File: src/rtl/store_buffer.sv
// Circular store buffer between a single-cycle core and data memory.
// Merges repeat stores, forwards pending data to loads, and drains the head via mem_req/mem_ack.
module store_buffer #(
  parameter int unsigned DEPTH = 4
) (
  input  logic                   clk,
  input  logic                   reset,
  input  logic                   MemWrite,
  input  logic [31:0]            DataAdr,
  input  logic [31:0]            WriteData,
  output logic                   Stall,
  output logic                   LdHit,
  output logic [31:0]            LdData,
  output logic                   mem_req,
  output logic [31:0]            mem_adr,
  output logic [31:0]            mem_wdata,
  input  logic                   mem_ack,
  output logic [$clog2(DEPTH):0] Count,
  output logic                   Empty
);

  localparam int unsigned PW = $clog2(DEPTH);
  localparam int unsigned CW = PW + 1;

  logic [PW-1:0] head_q;
  logic [PW-1:0] tail_q;
  logic [CW-1:0] count_q;
  logic [29:0]   adr_q  [DEPTH];
  logic [31:0]   data_q [DEPTH];

  logic [PW-1:0] idx;
  logic [PW-1:0] merge_idx;
  logic          merge_hit;
  logic          fwd_hit;
  logic [31:0]   fwd_data;
  logic          full;
  logic          merge;
  logic          enq;
  logic          pop;
  logic          unused_adr_lsb;

  assign unused_adr_lsb = ^DataAdr[1:0];

  // Walk pending entries oldest to youngest so the last match wins.
  always_comb begin
    idx       = '0;
    merge_idx = '0;
    merge_hit = 1'b0;
    fwd_hit   = 1'b0;
    fwd_data  = '0;
    for (int unsigned k = 0; k < DEPTH; k++) begin
      idx = head_q + PW'(k);
      if ((CW'(k) < count_q) && (adr_q[idx] == DataAdr[31:2])) begin
        fwd_hit  = 1'b1;
        fwd_data = data_q[idx];
        // The head may already be in flight to memory, so it never absorbs a merge.
        if (k != 0) begin
          merge_hit = 1'b1;
          merge_idx = idx;
        end
      end
    end
  end

  assign full      = (count_q == CW'(DEPTH));
  assign merge     = MemWrite & merge_hit;
  assign Stall     = MemWrite & full & ~merge_hit;
  assign enq       = MemWrite & ~merge_hit & ~full;
  assign pop       = mem_req & mem_ack;

  assign LdHit     = ~MemWrite & fwd_hit;
  assign LdData    = MemWrite ? 32'd0 : fwd_data;

  assign Count     = count_q;
  assign Empty     = (count_q == '0);
  assign mem_req   = ~Empty;
  assign mem_adr   = mem_req ? {adr_q[head_q], 2'b00} : 32'd0;
  assign mem_wdata = mem_req ? data_q[head_q] : 32'd0;

  // Pointer and occupancy state.
  always_ff @(posedge clk or negedge reset) begin
    if (!reset) begin
      head_q  <= '0;
      tail_q  <= '0;
      count_q <= '0;
    end else begin
      if (enq) tail_q <= tail_q + PW'(1);
      if (pop) head_q <= head_q + PW'(1);
      case ({enq, pop})
        2'b10:   count_q <= count_q + CW'(1);
        2'b01:   count_q <= count_q - CW'(1);
        default: count_q <= count_q;
      endcase
    end
  end

  // Entry storage; validity is tracked purely by the pointers.
  always_ff @(posedge clk) begin
    if (enq) begin
      adr_q[tail_q]  <= DataAdr[31:2];
      data_q[tail_q] <= WriteData;
    end else if (merge) begin
      data_q[merge_idx] <= WriteData;
    end
  end

endmodule

File: config.mk
export PLATFORM = sky130hd
export DESIGN_NAME = store_buffer
export DESIGN_NICKNAME = d
export VERILOG_FILES = /design/src/rtl/store_buffer.sv
export SDC_FILE = /design/constraint.sdc
export NUM_CORES = 1
export LEC_CHECK = 0
export BUFFER_PORTS_ARGS = -buffer_cell sky130_fd_sc_hd__buf_2
export CAP_MARGIN = 20
export CELL_PAD_IN_SITES_DETAIL_PLACEMENT = 0
export CELL_PAD_IN_SITES_GLOBAL_PLACEMENT = 2
export CORE_UTILIZATION = 37
export CTS_CLUSTER_SIZE = 40
export DETAILED_ROUTE_END_ITERATION = 7
export PLACE_DENSITY = 0.86
export SETUP_SLACK_MARGIN = 0.5
export SYNTH_ARGS = -nofsm -noshare
export SYNTH_HDL_FRONTEND = slang
export SYNTH_SLANG_ARGS = --single-unit
File: constraint.sdc
create_clock -name clk -period 6.4 [get_ports clk]
set_input_delay 0.96 -clock clk [delete_from_list [all_inputs] [get_ports clk]]
set_output_delay 0.96 -clock clk [all_outputs]
set_load 0.01 [all_outputs]
==> results of run 1 <==
per-stage QoR:
stage | setup TNS [ps] | util [%] | cells | power (uW)
after global routing | 0 | 42.8 | 2218 | 10100
after global placement | 0 | 40.2 | 2146 | 7650
final | 0 | 42.8 | 2218 | 9550
after floorplan | -7250 | - | 1469 | 6290
after detailed placement | 0 | 40.2 | 2146 | 7710
after CTS | 0 | 42.5 | 2209 | 9530
area by class of cell:
cell class | count | area [um2] | area share [%]
flip-flops and latches | 255 | 7630 | 38.4
inverters | 19 | 73.8 | 0.371
clock inverters | 21 | 213 | 1.07
well taps | 607 | 759 | 3.82
multi-input cells | 1059 | 9030 | 45.4
clock buffers | 35 | 769 | 3.87
repair buffers | 222 | 1400 | 7.04
sequential cells by signal, summed over array words and instances, names as in the netlist:
name,cells
Count,3
adr_q,120
head_q,2
tail_q,2
data_q,128
cells by family (layout without fill, tap and decap cells):
| logic type | after synthesis | count (layout) | synth area share (%) |
|---|---|---|---|
| other cells | 1 | 2 | 0.0216 |
| simple gates | 333 | 333 | 9.97 |
| flops | 255 | 255 | 43.9 |
| xor+xnor | 112 | 112 | 5.65 |
| compound gates | 244 | 244 | 10.7 |
| buf+inv | 155 | 297 | 4.54 |
| fa+ha+maj | 9 | 9 | 0.649 |
| mux | 359 | 359 | 24.5 |
routing by layer:
metal	global-route usage (%)	routed length, um	vias to the layer above
li1	-	-	5852
met1	27.5	21800	6412
met2	33.5	23800	422
met3	3.72	3120	106
met4	7.67	1800	10
met5	0	69	-
power groups by stage:
stage	sequential, uW	combinational [uW]	clock, uW
final	2480	5380	1700
after global routing	2520	5800	1790
after CTS	2510	5290	1730
after detailed placement	2600	5110	0
after global placement	2570	5070	0
after floorplan	2430	3860	0
how the worst max path moves through the flow:
| stage | start | end | slack [ps] |
|---|---|---|---|
| 6_report | head_q[0] | LdData[27] | 650 |
| 3_3_place_gp | head_q[0] | LdData[26] | 820 |
| 4_1_cts | head_q[1] | LdData[26] | 530 |
| 2_1_floorplan | DataAdr[10] | data_q[2][0] | -230 |
| 3_5_place_dp | head_q[0] | LdData[26] | 840 |
| 5_1_grt | head_q[0] | LdData[23] | 560 |
repair_timing:
item / CTS / global route
buffers inserted: 7 / 9
resized for setup: 3 / 1
setup endpoints to repair: 32 / 9
pin swaps: 1 / 1
cell usage in the layout, fill, tap and decap left out, types with 25 or more instances in the layout:
cell / instances
mux2_2: 64
edfxtp_1: 248
buf_4: 43
mux2i_1: 248
a211oi_1: 26
a21oi_1: 28
and2_1: 53
mux4_2: 47
nand2_1: 106
nor2_1: 58
clkbuf_16: 30
xnor2_1: 91
buf_2: 166
o21ai_0: 25
==> flow_summary_export.csv, run 1 <==
group,metric,value,unit
status,status,"complete, but fails checks",
status,failed_checks,"design-rule violations",
sta,finalHoldWorstSlack,175,ps
placed_design,placed_cell_area,18700,um2
route,ant_nets,0,
yosys,yosys_register_bits,255,
power,ir_worst_vdd,0.337,mV
min_path,hold_class,"input port to asynchronous set/reset pin",
global_routing,grtUsageTotal,20.7,%
cts,holdBufCountCts,0,
placed_design,pre_cts_slack,840,ps
sta,post-route-period-util,89.8,%
route,initialDrtViolationCount,863,
sta,rsz0062_at_grt,"no",
critical_path,cpMaxStageDelayCell,"dfrtp_4",
sta,slew_headroom,29.3,%
job,cap_violations,0,
yosys,synth_area,17400,um2
cts,cts_made_buffers,30,
power,leakagePower,0.00745,uW
final_layout,final_area,19900,um2
sta,final.setup.worst_slack,651,ps
cts,clk_pin_slew,70,ps
route,first_pass_iters,7,
power,p_clk_share,17.8,%
power,power.switching,3990,uW
critical_path,path_class,"register to output port",
critical_path,cp.required,5440,ps
die,fp.dieArea,47800,um2
critical_path,regToRegEndpoint,"data_q[1][15]",
critical_path,reg2reg_depth,14,
placed_design,hpwl,33.1,mm
die,rows,79,
route,wirelength,50.6,mm
yosys,synth_top_area_share,42.9,%
final_layout,layout.nets,1664,
route,num_vias,12800,
yosys,yosysSeqAreaShare,43.9,%
global_routing,grt_start_max_net_pins,111,
sta,fmax,174,MHz
power,switching_share,41.8,%
critical_path,arrival,4790,ps
sta,hold_viol,0,
final_layout,drive_above_1_share,26.1,%
yosys,synth_area_per_cell,11.8,um2
critical_path,crit_path_frequent_cell,"buf_4",
yosys,synth_commonest_cells,"edfxtp_1, mux2i_1, nand2_1, xnor2_1, clkbuf_1",
yosys,synthFlopType,"edfxtp_1",
die,die_h,219,um
route,drc,2,
sta,tightest_slew,1060,ps
critical_path,regToRegSetupSlack,1360,ps
cts,clockRootBuffer,"clkbuf_16",
final_layout,antenna_cells,0,
critical_path,path_cells,"buf_6, buf_8, or2_2, mux2i_1, o2111ai_1, a2111oi_1, buf_4, nand3_1, nand2b_2, buf_4, nand3_4, buf_12, o2bb2ai_1, a311oi_1, buf_2",
die,core_area,46500,um2
route,wl_per_cell,22.8,um
yosys,synthDistinctLibCells,74,
critical_path,crit_buf_inv,6,
critical_path,crit_family,"buffers and inverters",
critical_path,critPathMaxFanout,34,
critical_path,cp-end-kind,"output port",
sta,slew_violations,0,
power,power.internal,5560,uW
yosys,synth_edf_count,248,
placed_design,gp_congestion,0.857,
global_routing,grt_pass1_wl,74.7,mm
sta,final.min_clock_period,5750,ps
power,seq_power_share,25.9,%
yosys,synthCells,1468,
sta,final.setup_skew,44.0,ps
final_layout,n_fill_cell,4389,
die,die_width,219,um
yosys,async_reset_ff_share,2.75,%
global_routing,antenna_found_initial,7,
power,power_density,481,nW/um2
critical_path,startpoint_type,"register",
critical_path,r2r_start,"head_q[1]",
final_layout,syn2layout_area_growth,14.5,%
global_routing,grt_overflow_total,0,
critical_path,cp.depth,15,
global_routing,grt_pass1_vias,12200,
cts,htree_levels,1,
critical_path,critPathMaxStageDelay,580,ps
yosys,yosysTopAreaCell,"edfxtp_1",
placed_design,io_buffers,166,
cts,cts_buffer_depth,3,
yosys,ys_warn_count,0,
die,num_io_pins,171,
cts,cts_tree,"done",
die,initial_utilization,37.4,%
route,viasPerCell,5.77,
cts,cts_sinks,255,
power,comb_power_share,56.3,%
cts,clk_latency,610,ps
yosys,synthTopCellsByArea,"edfxtp_1, mux2i_1, mux4_2",
sta,setup_viol,0,
No activity file was read; power rests on OpenSTA's default activity.
==> run 2: changes to the inputs <==
--- a/config.mk
+++ b/config.mk
@@ -13,6 +13,7 @@
 export CTS_CLUSTER_SIZE = 40
 export DETAILED_ROUTE_END_ITERATION = 7
 export PLACE_DENSITY = 0.86
+export RECOVER_POWER = 25
 export SETUP_SLACK_MARGIN = 0.5
 export SYNTH_ARGS = -nofsm -noshare
 export SYNTH_HDL_FRONTEND = slang
==> run 2 against run 1 <==
  * The flow still finishes with violations (design-rule violations)
  * Worst hold slack improved by 72 ps
  * Non-clock buffer count unchanged
  * Critical path depth stayed put
  * Global-route usage did not move
  * Via count shrank 0.55%
  * Power fell by 0.12%
  * Clock-buffer cell count did not move
  * Clock skew down 1.3 ps
  * Largest cell class unchanged
  * Highest routed layer unchanged
==> flow_summary_export.csv, run 2 (same netlist as run 1, synthesis figures left out) <==
group,metric,value,unit
cts,clockRootBuffer,"clkbuf_16",
die,initial_utilization,37.4,%
sta,fmax,174,MHz
final_layout,syn2layout_area_growth,14.2,%
final_layout,fin_util,42.7,%
final_layout,top_register,"data_q",
critical_path,critPathMaxFanout,34,
critical_path,cpMaxStageDelayCell,"dfrtp_4",
placed_design,gp_congestion,0.857,
cts,cts_made_buffers,30,
cts,cts_sinks,255,
power,leakagePower,0.00734,uW
power,ir_worst_vdd,0.336,mV
route,wirelength,50.6,mm
critical_path,crit_path_frequent_cell,"buf_4",
die,core_area,46500,um2
cts,htree_levels,1,
final_layout,layout.nets,1664,
die,die_h,219,um
global_routing,grt_pass1_wl,74.7,mm
critical_path,critPathMaxStageDelay,590,ps
status,status,"complete, but fails checks",
route,num_vias,12700,
global_routing,grt_overflow_total,0,
die,num_io_pins,171,
die,die_width,219,um
critical_path,path_class,"register to output port",
sta,slew_violations,0,
placed_design,io_buffers,166,
route,ant_nets,0,
die,fp.dieArea,47800,um2
min_path,hold_class,"input port to asynchronous set/reset pin",
cts,cts_tree,"done",
route,wl_per_cell,22.8,um
final_layout,largest_reg_flops,128,
status,failed_checks,"design-rule violations",
sta,hold_viol,0,
placed_design,hpwl,33.1,mm
sta,rsz0062_at_grt,"no",
global_routing,grtUsageTotal,20.7,%
critical_path,startpoint_type,"register",
critical_path,cp.required,5440,ps
sta,post-route-period-util,89.7,%
critical_path,arrival,4780,ps
sta,slew_headroom,29.2,%
sta,final.min_clock_period,5740,ps
die,rows,79,
route,initialDrtViolationCount,985,
route,drc,2,
route,first_pass_iters,7,
cts,clk_pin_slew,70,ps
critical_path,cp-end-kind,"output port",
global_routing,antenna_found_initial,5,
global_routing,grt_pass1_vias,12200,
sta,final.setup_skew,42.7,ps
critical_path,crit_family,"buffers and inverters",
cts,cts_buffer_depth,3,
cts,clk_latency,610,ps
global_routing,grt_start_max_net_pins,111,
power,power,9540,uW
critical_path,crit_buf_inv,6,
final_layout,drive_above_1_share,23.6,%
route,viasPerCell,5.74,
critical_path,path_cells,"buf_6, buf_8, or2_2, mux2i_1, o2111ai_1, a2111oi_1, buf_4, nand3_1, nand2b_2, buf_4, nand3_4, buf_12, o2bb2ai_1, a311oi_1, buf_2",
sta,tightest_slew,1060,ps
final_layout,layout_common_cells,"mux2i_1, edfxtp_1, buf_2",
final_layout,n_fill_cell,4399,
sta,setup_viol,0,
job,cap_violations,0,
power,power_density,481,nW/um2
cts,holdBufCountCts,0,
-- run 2: worst paths after layout --
kind / from / endpoint / slack [ps] / cells past startpoint
min in group clk: WriteData[25] / data_q[0][25] / 610 / 1
worst min register to register: Count[0] / Count[0] / 610 / 1
worst max-delay path: head_q[0] / LdData[27] / 660 / 15
worst min-delay path: reset / tail_q[0] / 250 / 1
max in group asynchronous: reset / head_q[1] / 5830 / 1
worst max register to register: head_q[1] / data_q[1][15] / 1370 / 14
-- run 2: repair_timing --
item / 4_1_cts / 5_1_grt
hold endpoints to repair: 0 / 0
pin swaps: 1 / 1
buffers inserted: 7 / 9
gates resized for setup: 3 / 1
setup endpoints to repair: 32 / 9
-- run 2: where the power goes --
| group | internal (uW) | leakage, uW | switching [uW] |
|---|---|---|---|
| clock network | 985 | 0.000479 | 715 |
| logic | 2310 | 0.00451 | 3050 |
| registers | 2260 | 0.00235 | 216 |
| total | 5560 | 0.00734 | 3980 |
-- run 2: area by class of cell --
type                       instances  area (um2)  share of cell area (%)
tap                              607         759                    3.83
antenna                            1        2.50                  0.0126
multi-input combinational       1059        9030                    45.5
sequential                       255        7630                    38.5
clock inverter                    21         213                    1.07
inverter                          19        73.8                   0.372
clock buffer                      35         769                    3.88
timing repair buffer             222        1350                    6.82
-- run 2: per-layer routing --
layer | routed length, um | vias up | global-route usage [%]
met3 | 2950 | 102 | 3.72
li1 | - | 5860 | -
met2 | 23700 | 378 | 33.5
met4 | 1780 | 6 | 7.67
met5 | 45 | - | 0
met1 | 22100 | 6386 | 27.5
-- run 2: through the flow --
| stage | area, um2 | instances | worst slack (ps) | setup TNS [ps] | hold slack (ps) |
|---|---|---|---|---|---|
| 2_1_floorplan | 17400 | 1469 | -227 | -7250 | 555 |
| 3_3_place_gp | 18700 | 2146 | 824 | 0 | 573 |
| 3_5_place_dp | 18700 | 2146 | 840 | 0 | 611 |
| 4_1_cts | 19800 | 2209 | 533 | 0 | 154 |
| 5_1_grt | 19800 | 2219 | 564 | 0 | 262 |
| 6_report | 19800 | 2219 | 660 | 0 | 247 |
